`src/rtl/mvu_pkg.sv`:
```
// Shared widths, FSM encoding and config helpers for the MVU job sequencer.
package mvu_pkg;

    localparam int BWBANKA = 9;
    localparam int BDBANKA = 15;
    localparam int BCNTDWN = 29;
    localparam int BPREC   = 6;
    localparam int BCFG    = 32;

    typedef enum logic [2:0] {
        S_IDLE,
        S_RUN,
        S_DRAIN,
        S_QUANT,
        S_WRITE
    } job_state_e;

    // A programmed loop length of 0 behaves as a single-iteration loop.
    function automatic logic [BCFG-1:0] eff_len(input logic [BCFG-1:0] len);
        return (len == '0) ? BCFG'(1) : len;
    endfunction

endpackage

```
`src/rtl/mvu_agu.sv`:
```
// Two-level strided address generator; addr is the address for the current issue.
// Config is captured on load; one step per issue, no internal backpressure.
module mvu_agu
    import mvu_pkg::*;
(
    input  logic            clk,
    input  logic            rst,
    input  logic            load,
    input  logic            step,
    input  logic [BCFG-1:0] base,
    input  logic [BCFG-1:0] stride_0,
    input  logic [BCFG-1:0] stride_1,
    input  logic [BCFG-1:0] length_0,
    input  logic [BCFG-1:0] length_1,
    output logic [BCFG-1:0] addr,
    output logic            inner_zero
);

    logic [BCFG-1:0] base_q, base_d;
    logic [BCFG-1:0] str0_q, str0_d;
    logic [BCFG-1:0] str1_q, str1_d;
    logic [BCFG-1:0] len0_q, len0_d;
    logic [BCFG-1:0] len1_q, len1_d;
    logic [BCFG-1:0] addr_q, addr_d;
    logic [BCFG-1:0] inner_q, inner_d;
    logic [BCFG-1:0] outer_q, outer_d;
    logic [BCFG-1:0] inner_inc;
    logic [BCFG-1:0] outer_inc;

    always_comb begin
        base_d    = base_q;
        str0_d    = str0_q;
        str1_d    = str1_q;
        len0_d    = len0_q;
        len1_d    = len1_q;
        addr_d    = addr_q;
        inner_d   = inner_q;
        outer_d   = outer_q;
        inner_inc = inner_q + BCFG'(1);
        outer_inc = outer_q + BCFG'(1);

        if (load) begin
            base_d  = base;
            str0_d  = stride_0;
            str1_d  = stride_1;
            len0_d  = eff_len(length_0);
            len1_d  = eff_len(length_1);
            addr_d  = base;
            inner_d = '0;
            outer_d = '0;
        end else if (step) begin
            if (inner_inc == len0_q) begin
                inner_d = '0;
                if (outer_inc == len1_q) begin
                    outer_d = '0;
                    addr_d  = base_q;
                end else begin
                    outer_d = outer_inc;
                    addr_d  = addr_q + str1_q;
                end
            end else begin
                inner_d = inner_inc;
                addr_d  = addr_q + str0_q;
            end
        end
    end

    always_ff @(posedge clk) begin
        if (rst) begin
            base_q  <= '0;
            str0_q  <= '0;
            str1_q  <= '0;
            len0_q  <= '0;
            len1_q  <= '0;
            addr_q  <= '0;
            inner_q <= '0;
            outer_q <= '0;
        end else begin
            base_q  <= base_d;
            str0_q  <= str0_d;
            str1_q  <= str1_d;
            len0_q  <= len0_d;
            len1_q  <= len1_d;
            addr_q  <= addr_d;
            inner_q <= inner_d;
            outer_q <= outer_d;
        end
    end

    assign addr       = addr_q;
    assign inner_zero = (inner_q == '0);

endmodule

```
`src/rtl/mvu_job_ctrl.sv`:
```
// Per-MVU job sequencer: one latched config -> read issue, drain, quantize, bit-plane writes.
// Quant strobe PIPE_LAT cycles after the last issue; reads stall on rdi_grnt, writes on wrd_grnt.
module mvu_job_ctrl
    import mvu_pkg::*;
#(
    parameter int PIPE_LAT = 4
) (
    input  logic               clk,
    input  logic               rst,
    input  logic               start,
    output logic               busy,
    output logic               done,
    input  logic [BCNTDWN-1:0] countdown,
    input  logic [BPREC-1:0]   oprecision,
    input  logic [BCFG-1:0]    wbaseaddr,
    input  logic [BCFG-1:0]    ibaseaddr,
    input  logic [BCFG-1:0]    obaseaddr,
    input  logic [BCFG-1:0]    wstride_0,
    input  logic [BCFG-1:0]    wstride_1,
    input  logic [BCFG-1:0]    istride_0,
    input  logic [BCFG-1:0]    istride_1,
    input  logic [BCFG-1:0]    ostride_0,
    input  logic [BCFG-1:0]    wlength_0,
    input  logic [BCFG-1:0]    wlength_1,
    input  logic [BCFG-1:0]    ilength_0,
    input  logic [BCFG-1:0]    ilength_1,
    output logic [BWBANKA-1:0] rdw_addr,
    output logic               rdi_en,
    input  logic               rdi_grnt,
    output logic [BDBANKA-1:0] rdi_addr,
    output logic               acc_clr,
    output logic               acc_sh,
    output logic               quant_start,
    output logic               wrd_en,
    input  logic               wrd_grnt,
    output logic [BDBANKA-1:0] wrd_addr
);

    localparam int DCW = 8;

    job_state_e         state_q, state_d;
    logic [BCNTDWN-1:0] remaining_q, remaining_d;
    logic               first_q, first_d;
    logic [DCW-1:0]     drain_cnt_q, drain_cnt_d;
    logic [BPREC-1:0]   oprec_q, oprec_d;
    logic [BCFG-1:0]    obase_q, obase_d;
    logic [BCFG-1:0]    ostride_q, ostride_d;
    logic [BPREC-1:0]   k_q, k_d;
    logic [BCFG-1:0]    wr_addr_q, wr_addr_d;
    logic               done_q, done_d;

    logic               agu_load;
    logic               issue;
    logic [BCFG-1:0]    w_addr;
    logic [BCFG-1:0]    i_addr;
    logic               w_inner_zero;
    logic               i_inner_zero;

    assign agu_load = (state_q == S_IDLE) && start;
    assign issue    = (state_q == S_RUN) && rdi_grnt;

    mvu_agu u_wagu (
        .clk        (clk),
        .rst        (rst),
        .load       (agu_load),
        .step       (issue),
        .base       (wbaseaddr),
        .stride_0   (wstride_0),
        .stride_1   (wstride_1),
        .length_0   (wlength_0),
        .length_1   (wlength_1),
        .addr       (w_addr),
        .inner_zero (w_inner_zero)
    );

    mvu_agu u_iagu (
        .clk        (clk),
        .rst        (rst),
        .load       (agu_load),
        .step       (issue),
        .base       (ibaseaddr),
        .stride_0   (istride_0),
        .stride_1   (istride_1),
        .length_0   (ilength_0),
        .length_1   (ilength_1),
        .addr       (i_addr),
        .inner_zero (i_inner_zero)
    );

    always_comb begin
        state_d     = state_q;
        remaining_d = remaining_q;
        first_d     = first_q;
        drain_cnt_d = drain_cnt_q;
        oprec_d     = oprec_q;
        obase_d     = obase_q;
        ostride_d   = ostride_q;
        k_d         = k_q;
        wr_addr_d   = wr_addr_q;
        done_d      = 1'b0;
        busy        = (state_q != S_IDLE);
        rdi_en      = 1'b0;
        acc_clr     = 1'b0;
        acc_sh      = 1'b0;
        quant_start = 1'b0;
        wrd_en      = 1'b0;

        case (state_q)
            S_IDLE: begin
                if (start) begin
                    remaining_d = countdown;
                    first_d     = 1'b1;
                    oprec_d     = oprecision;
                    obase_d     = obaseaddr;
                    ostride_d   = ostride_0;
                    if (countdown == '0) begin
                        done_d = 1'b1;
                    end else begin
                        state_d = S_RUN;
                    end
                end
            end
            S_RUN: begin
                rdi_en  = 1'b1;
                acc_clr = first_q;
                acc_sh  = w_inner_zero && !first_q;
                if (rdi_grnt) begin
                    remaining_d = remaining_q - BCNTDWN'(1);
                    first_d     = 1'b0;
                    if (remaining_q == BCNTDWN'(1)) begin
                        drain_cnt_d = DCW'(1);
                        state_d     = (PIPE_LAT > 1) ? S_DRAIN : S_QUANT;
                    end
                end
            end
            S_DRAIN: begin
                // The QUANT cycle itself is the PIPE_LAT-th cycle after the last issue.
                if (drain_cnt_q >= DCW'(PIPE_LAT - 1)) begin
                    state_d = S_QUANT;
                end else begin
                    drain_cnt_d = drain_cnt_q + DCW'(1);
                end
            end
            S_QUANT: begin
                quant_start = 1'b1;
                k_d         = '0;
                wr_addr_d   = obase_q;
                if (oprec_q == '0) begin
                    state_d = S_IDLE;
                    done_d  = 1'b1;
                end else begin
                    state_d = S_WRITE;
                end
            end
            S_WRITE: begin
                wrd_en = 1'b1;
                if (wrd_grnt) begin
                    k_d       = k_q + BPREC'(1);
                    wr_addr_d = wr_addr_q + ostride_q;
                    if (k_q + BPREC'(1) == oprec_q) begin
                        state_d = S_IDLE;
                        done_d  = 1'b1;
                    end
                end
            end
            default: begin
                state_d = S_IDLE;
            end
        endcase
    end

    always_ff @(posedge clk) begin
        if (rst) begin
            state_q     <= S_IDLE;
            remaining_q <= '0;
            first_q     <= 1'b0;
            drain_cnt_q <= '0;
            oprec_q     <= '0;
            obase_q     <= '0;
            ostride_q   <= '0;
            k_q         <= '0;
            wr_addr_q   <= '0;
            done_q      <= 1'b0;
        end else begin
            state_q     <= state_d;
            remaining_q <= remaining_d;
            first_q     <= first_d;
            drain_cnt_q <= drain_cnt_d;
            oprec_q     <= oprec_d;
            obase_q     <= obase_d;
            ostride_q   <= ostride_d;
            k_q         <= k_d;
            wr_addr_q   <= wr_addr_d;
            done_q      <= done_d;
        end
    end

    assign done     = done_q;
    assign rdw_addr = w_addr[BWBANKA-1:0];
    assign rdi_addr = i_addr[BDBANKA-1:0];
    assign wrd_addr = wr_addr_q[BDBANKA-1:0];

    // Address math runs at full config width; only the bank-address bits leave the block.
    logic unused_addr_bits;
    assign unused_addr_bits = ^{w_addr[BCFG-1:BWBANKA], i_addr[BCFG-1:BDBANKA],
                                wr_addr_q[BCFG-1:BDBANKA], i_inner_zero};

endmodule

```
`config.mk`:
```
export PLATFORM = sky130hd
export DESIGN_NAME = mvu_job_ctrl
export DESIGN_NICKNAME = d
export VERILOG_FILES = /design/src/rtl/mvu_pkg.sv /design/src/rtl/mvu_agu.sv /design/src/rtl/mvu_job_ctrl.sv
export SDC_FILE = /design/constraint.sdc
export NUM_CORES = 1
export LEC_CHECK = 0
export CORE_UTILIZATION = 49
export CTS_BUF_LIST = sky130_fd_sc_hd__clkbuf_4 sky130_fd_sc_hd__clkbuf_8
export DETAILED_ROUTE_END_ITERATION = 10
export GPL_TIMING_DRIVEN = 0
export PLACE_DENSITY = 0.7
export SYNTH_ARGS = -nofsm -noshare
export SYNTH_HDL_FRONTEND = slang
export SYNTH_HIERARCHICAL = 1
export SYNTH_SLANG_ARGS = --single-unit
```
`constraint.sdc`:
```
create_clock -name clk -period 9.4 [get_ports clk]
set_input_delay 0.94 -clock clk [delete_from_list [all_inputs] [get_ports clk]]
set_output_delay 0.94 -clock clk [all_outputs]
set_load 0.01 [all_outputs]
```
* Word-level counts from Yosys, hierarchy flattened
Index checks and enable logic that the tools add are counted.
Word-level totals: bits in registers 662, output and inout bits 46
Cells by class: muxes and demuxes 50, equal/unequal tests 18, order comparisons 1, reductions and logical operators 25, add/subtract/negate cells 12
Operator list (number):
- 2-to-1 mux 32 bit | 17
- adder 32 bit | 5
- logical NOT 32 bit | 5
- adder 32 x 1 -> 32 bit (second input constant) | 4
- == test 32 bit | 4
- case mux 32 bit (2 select lines) | 1
- 2-to-1 mux 29 bit | 2
- case mux 29 bit (2 select lines) | 1
- == test 29 x 1 -> 1 bit (second input constant) | 1
- logical NOT 29 bit | 1
- subtractor 29 x 1 -> 29 bit (second input constant) | 1
- 2-to-1 mux 3 bit | 8
- 2-to-1 mux 8 bit | 3
- case mux 8 bit (2 select lines) | 1
- case mux 3 bit (5 select lines) | 1
- inequality test 2 bit (second input constant) | 7
- 2-to-1 mux 1 bit | 12
- case mux 6 bit (2 select lines) | 1
- adder 8 x 1 -> 8 bit (second input constant) | 1
- >= comparator 8 x 2 -> 1 bit (second input constant) | 1
- AND reduction 2 bit | 4
- nonzero test 2 bit | 4
- AND reduction 7 bit | 1
- adder 6 x 1 -> 6 bit (second input constant) | 1
- 16 further kinds | 19

* Longest topological paths before layout
Gate-level depths: netlist of the first run.
word-level depth 6, mapped depth 17, gate-level depth less buffers 13

* Hierarchy
The synthesis of the first run kept the hierarchy.
By module, submodules not included:
- mvu_agu (u_wagu) | cells each 2062, instances 1, sequential area each 5124.9 um^2, area an instance 16617.2 um^2
- mvu_agu (u_iagu) | cells each 1960, instances 1, sequential area each 5124.9 um^2, area an instance 16151.7 um^2
- mvu_job_ctrl | cells each 692, instances 1, sequential area each 1981.9 um^2, area an instance 5253.8 um^2

* Worst setup path after synthesis of the first run
OpenSTA, ideal clock, no wires.
path kind flip-flop to flip-flop, from reg u_wagu.inner_q[14], to reg u_wagu.outer_q[29], setup slack 5.987 ns, cell stages (with the launch flop) 14, arrival 3.343 ns, period minus slack after synthesis 3.413 ns, data required time 9.330 ns, path through dfxtp_1 -> clkbuf_1 -> nand3_1 -> nor3_2 -> and4_1 -> mux2_1 -> or4_1 -> nor4bb_1 -> and4_1 -> buf_4 -> nand3b_4 -> buf_2 -> or4_1 -> a21oi_1
On the way: longest elaborated chain between the ends 3
Ends and longest elaborated chain:
- start, declared | RTL line mvu_agu.sv:25 | logic [BCFG-1:0] inner_q, inner_d;
- start signal, assigned | RTL line mvu_agu.sv:85 | inner_q <= inner_d;
- adder 32 x 1 -> 32 bit | RTL line mvu_agu.sv:39 | inner_inc = inner_q + BCFG'(1);
- == test 32 bit | RTL line mvu_agu.sv:52 | if (inner_inc == len0_q) begin
- AND reduction 2 bit (no source line)
- end signal, assigned | RTL line mvu_agu.sv:86 | outer_q <= outer_d;
- end, declared | RTL line mvu_agu.sv:26 | logic [BCFG-1:0] outer_q, outer_d;
No other way between the ends. A chain may end at the register's enable or synchronous reset.

* Worst setup path after layout of the first run
from reg u_wagu.outer_q[1], to reg u_wagu.outer_q[23]
On the way: longest elaborated chain between the ends 3
Ends and longest elaborated chain:
- adder 32 x 1 -> 32 bit (*) | RTL line mvu_agu.sv:40 | outer_inc = outer_q + BCFG'(1);
- == test 32 bit | RTL line mvu_agu.sv:54 | if (outer_inc == len1_q) begin
- 2-to-1 mux 32 bit (*) | RTL line mvu_agu.sv:54
Every way passes the cells marked *; elsewhere a longest branch is shown, timed or not.

==> results of run 1 <==
==> area by class of cell <==
class,count,share of cell area (%)
Sequential cell,451,27.15
Tap cell,748,2.814
Antenna cell,7,0.05267
Clock inverter,6,0.1730
Inverter,65,0.7336
Clock buffer,134,4.999
Timing Repair Buffer,315,9.480
Multi-Input combinational cell,2647,51.21
Buffer,267,3.397
==> power groups by stage <==
stage	clock (mW)	sequential, mW	combinational (mW)
finish	1.98	2.10	0.845
global route	2.10	2.11	0.913
floorplan	0	2.11	0.509
detailed placement	0	2.14	0.829
global placement	0	2.14	0.822
CTS	2.01	2.10	0.834
==> stage by stage <==
step                hold WS [ps]  utilization, %  power [mW]  instances  area (sq um)
floorplan                  430.2               -       2.617       3430         27430
global placement           444.6           57.11       2.961       4493         31520
detailed placement         445.7           57.11       2.968       4493         31520
CTS                        453.9           60.22       4.948       4633         33240
global route               473.9           60.24       5.126       4637         33250
finish                     454.7           60.25       4.922       4640         33260
==> worst min-delay path, delay by kind of cell, from the launching register on <==
kind               cells  cell delay (ps)
DFF                    1              310
and+or+nand+nor        1               50
AOI/OAI and AO/OA      1               50
==> routing by layer <==
layer,track usage (%),part of all wire [%],vias to the layer above
met2,50.03,45,1045
met4,13.33,4.1,18
met3,6.363,7.2,248
met5,0,0.12,-
met1,39.74,43,12890
li1,-,-,13310
==> flip-flops by register name (all words and copies together), names as in the netlist, 8 cells and up <==
signal	count
ostride_q	15
remaining_q	29
u_wagu/len1_q	32
u_wagu/outer_q	32
u_iagu/len1_q	32
u_wagu/str0_q	9
u_wagu/addr	9
u_iagu/base_q	15
u_iagu/str0_q	15
wr_addr_q	15
u_iagu/addr	15
u_wagu/len0_q	32
u_iagu/outer_q	32
drain_cnt_q	8
u_iagu/len0_q	32
obase_q	15
u_iagu/str1_q	15
u_wagu/str1_q	9
u_iagu/inner_q	32
u_wagu/base_q	9
u_wagu/inner_q	32
==> worst max-delay path by stage <==
stage | cells after the start | end | slack (ps) | startpoint
after floorplan | 13 | u_wagu/outer_q[29]$_SDFFE_PP0P_ | 6000 | u_wagu/inner_q[14]$_SDFFE_PP0P_
after global placement | 9 | u_wagu/len1_q[22]$_SDFFE_PP0P_ | 4660 | start
after detailed placement | 9 | u_wagu/len1_q[8]$_SDFFE_PP0P_ | 4640 | start
after CTS | 12 | u_wagu/outer_q[23]$_SDFFE_PP0P_ | 4800 | u_wagu/outer_q[1]$_SDFFE_PP0P_
after global routing | 12 | u_wagu/outer_q[25]$_SDFFE_PP0P_ | 4330 | u_wagu/outer_q[1]$_SDFFE_PP0P_
final | 12 | u_wagu/outer_q[23]$_SDFFE_PP0P_ | 4550 | u_wagu/outer_q[1]$_SDFFE_PP0P_
==> results.toml, run 1 <==
[timing]
tightest_slew_ps = 1377
finalSetupTns_ps = 0
max_slew_margin_pct = 8.182
clock_skew_ps = 29.99
setup_viol = 0
hold_viol = 0
report.final.slew_viol_count = 0
rsz0062_at_grt = "no"
period_share_pct = 51.56
fin_crit_ps = 4847
setup_ws_ps = 4554
fmax_ghz = 0.2063

[cells_and_area]
layout_common_cells = "dfxtp_1, nor2_1, clkdlybuf4s50_1"
layout-drive-gt1-share_pct = 6.847
fillerInstances = 5171
finalNetCount = 4329
multi_input_area_sq_mm = 0.01703
seqCellArea_sq_mm = 0.009029
area_delta_synth_final_pct = 21.24
layout_commonest_cell = "dfxtp_1"

[power]
irDropWorstVdd_mv = 0.09586
switching_power_mw = 1.398
p_int_mw = 3.524
switching_share_pct = 28.40
p_leak_nw = 12.33
seq_power_share_pct = 42.7
combPwrFrac_pct = 17.2
power_density_mw_per_mm2 = 148.0
pwr-share-clk_pct = 40.1

[worst_setup_path]
cp-start-kind = "flop"
rr_endpoint = "u_wagu/outer_q[23]$_SDFFE_PP0P_"
r2r.worst_path.cells = 12
required_ps = 9920
r2r-start = "u_wagu/outer_q[1]$_SDFFE_PP0P_"
critPathTopFamily = "simple AND/OR/NAND/NOR gates"
cp_max_fo = 10
cp_common_cell = "nand4_1"
slowest_stage = "nor4_2"
cp_num_buf_inv = 1
cp_data_arrival_time_ps = 5370
crit_type = "reg2reg"
endpoint_kind = "flop"
r2r_slack_ps = 4550
crit_chain = "ha_1 -> nand3_1 -> nor3_1 -> nand4_1 -> a2111o_1 -> nor4_1 -> nand4_1 -> nor4_2 -> nand3b_4 -> clkbuf_1 -> or3_1 -> a21oi_1"
slowest_delay_ps = 770

[worst_hold_path]
min_to = "obase_q[13]$_SDFFE_PP0P_"
worstHoldPathType = "reg2reg"
min_from = "obase_q[13]$_SDFFE_PP0P_"
hold_path_depth = 2

[die]
die_x_um = 238.6
rows = 86
core_sq_mm = 0.05520
die_height_um = 238.6
initial_core_util_pct = 49.70
die_area_sq_mm = 0.05694
io_pins = 470

[global_routing]
grt_antenna_before_repair = 15
grt_overflow_total = 0
grt_util_all_layers_pct = 30.92
grt_pass1_wl_mm = 139.8
grt_max_degree = 15
first_global_vias = 25480

[clock_tree]
post_cts_buffers = 0
cts_buffers = 81
cts_tree = "yes"
clock_sinks = 451
ctsResizeCount = 0
ctsHoldBuffers = 0
clk_latency_ps = 690
root_buffer = "clkbuf_8"
htree_num_levels = 3
clockBufferDepth = 3
path_clk_slew_ps = 60

[job]
cap_viol_max_count = 0

[detailed_routing]
route.detailed.drc = 0
drt_iter0_drc = 2367
wire_per_inst_um = 19.58
antenna_left = 0
via_per_inst = 5.930
dr.pass1.iters = 8
num_vias = 27520
routed_wl_mm = 90.87

[placed_design]
dp_hpwl_mm = 68.57
io_buffers = 315
finalWeightedCongestion = 0.9495
place_ws_ps = 4639

[synthesis]
syn_nets = 3931
synth_cells = 3430
syn_area_sq_mm = 0.02743
ys_warn_count = 6
syn_area_per_cell_sq_um = 7.998

[run_status]
status = "completed"
No activity file was read; power rests on OpenSTA's default activity.
==> inputs of run 2 (changes only) <==
==> constraint.sdc (replaced) <==
create_clock -name clk -period 4.55 [get_ports clk]
set_input_delay 0.455 -clock clk [delete_from_list [all_inputs] [get_ports clk]]
set_output_delay 0.455 -clock clk [all_outputs]
set_load 0.01 [all_outputs]
==> run 2 against run 1 <==
  * Worst setup slack got worse by 4400 ps
  * Routed wire length rose by 0.15%
  * Final area rose by 0.12%
  * Count of clock-buffer cells in the layout unchanged
  * First-iteration DRC count decreased by 4.3%
  * Non-clock buffer count stayed put
  * Critical path type unchanged
  * Largest cell class unchanged
==> results.toml, run 2 (synthesized netlist as in run 1, its figures left out) <==
[power]
combPwrFrac_pct = 17.2
total_power_mw = 10.17
switching_share_pct = 28.40
switching_power_mw = 2.887
p_int_mw = 7.281
pwr-share-clk_pct = 40.1
power_density_mw_per_mm2 = 305.4
seq_power_share_pct = 42.7
irDropWorstVdd_mv = 0.1974
p_leak_nw = 12.35

[worst_setup_path]
cp_max_fo = 14
endpoint_kind = "flop"
cp_data_arrival_time_ps = 5050
r2r_slack_ps = 120
critPathLaunch = "state_q[0]$_SDFFE_PP0P_"
crit_type = "reg2reg"
required_ps = 5170
r2r-start = "state_q[0]$_SDFFE_PP0P_"
rr_endpoint = "u_wagu/len0_q[6]$_SDFFE_PP0P_"
cp-start-kind = "flop"
r2r.worst_path.cells = 9

[clock_tree]
root_buffer = "clkbuf_8"
cts_buffers = 81
cts_tree = "yes"
post_cts_buffers = 0
clockBufferDepth = 3
clk_latency_ps = 690
path_clk_slew_ps = 60
htree_num_levels = 3
clock_sinks = 451

[die]
io_pins = 470
initial_core_util_pct = 49.70
die_area_sq_mm = 0.05694
die_x_um = 238.6
core_sq_mm = 0.05520
die_height_um = 238.6
rows = 86

[placed_design]
dp_hpwl_mm = 68.57
finalWeightedCongestion = 0.9495
place_ws_ps = -38.43
io_buffers = 315

[cells_and_area]
finalNetCount = 4329
layout-drive-gt1-share_pct = 7.001
multi_input_area_sq_mm = 0.01707
fillerInstances = 5169
layout_commonest_cell = "dfxtp_1"
area_delta_synth_final_pct = 21.39
layout_common_cells = "dfxtp_1, nor2_1, clkdlybuf4s50_1"
seqCellArea_sq_mm = 0.009029

[timing]
fin_crit_ps = 4433
period_share_pct = 97.43
fmax_ghz = 0.2256
setup_ws_ps = 116.8
clock_skew_ps = 31.82
setup_viol = 0
hold_viol = 0
report.final.slew_viol_count = 0
tightest_slew_ps = 1384
max_slew_margin_pct = 7.733
finalSetupTns_ps = 0

[detailed_routing]
routed_wl_mm = 91.00
dr.pass1.iters = 6
drt_iter0_drc = 2266
num_vias = 27690
via_per_inst = 5.968
wire_per_inst_um = 19.61
route.detailed.drc = 0
antenna_left = 0

[global_routing]
grt_pass1_wl_mm = 139.8
first_global_vias = 25480
grt_max_degree = 15
grt_util_all_layers_pct = 30.93
grt_antenna_before_repair = 15
grt_overflow_total = 0

[run_status]
status = "completed"

[worst_hold_path]
min_to = "ostride_q[4]$_SDFFE_PP0P_"
hold_path_depth = 3
min_from = "ostride_0[4]"
worstHoldPathType = "in2reg"

[job]
cap_viol_max_count = 0
==> run 2: cell counts in the layout (fill, tap and decap cells not counted) <==
Identical to the previous run, type by type.
==> run 2: power by group through the flow <==
stage	sequential, mW	combinational [mW]	clock, mW
after floorplan	4.35	1.05	0
after global placement	4.42	1.70	0
after detailed placement	4.42	1.71	0
after CTS	4.34	1.72	4.16
after global routing	4.36	1.89	4.34
final	4.34	1.75	4.08
==> run 2: routing by layer <==
metal  routed length (um)  GRT usage, %
met4                 3729         13.23
met3                 6542         6.316
met1                39080         39.77
met2                41540         50.11
met5                  115             0
==> run 2: what timing repair did <==
item / CTS / global route
hold buffers: 0 / 0
setup endpoints to repair: 10 / 51
resized for setup: 1 / 9
==> run 2: cell type report <==
class	count	share of cell area, %
Antenna cell	7	0.05260
Buffer	267	3.400
Clock buffer	134	4.993
Clock inverter	6	0.1728
Inverter	65	0.7327
Multi-Input combinational cell	2647	51.26
Sequential cell	451	27.11
Tap cell	748	2.810
Timing Repair Buffer	315	9.468
==> run 2: through the flow <==
step                      hold WS (ps)  cell area (sq um)  std cells  util, %
after CTS                        290.9              33250       4633    60.23
after global placement           444.6              31520       4493    57.11
after global routing             316.9              33290       4637    60.31
after floorplan                  430.2              27430       3430        -
final                            336.1              33300       4640    60.33
after detailed placement         445.7              31520       4493    57.11
==> run 2: worst max path at each step <==
stage	end	slack [ps]	cells past startpoint
finish	u_wagu/len0_q[6]$_SDFFE_PP0P_	120	9
global route	u_iagu/addr[5]$_SDFFE_PP0P_	-2	14
CTS	u_wagu/outer_q[25]$_SDFFE_PP0P_	50	13
detailed placement	u_wagu/outer_q[23]$_SDFFE_PP0P_	-40	12
global placement	u_wagu/outer_q[23]$_SDFFE_PP0P_	-60	12
floorplan	u_wagu/outer_q[29]$_SDFFE_PP0P_	1150	13
==> run 2: worst max-delay path, cell delays in order (launching register included) <==
cell and delay (ps):
dfxtp_1 290, clkbuf_1 170, nor3_1 400, nand2_1 260, clkinv_1 230, clkbuf_1 1040
o21ai_0 660, nor2_1 570, clkbuf_1 540, a22o_1 220
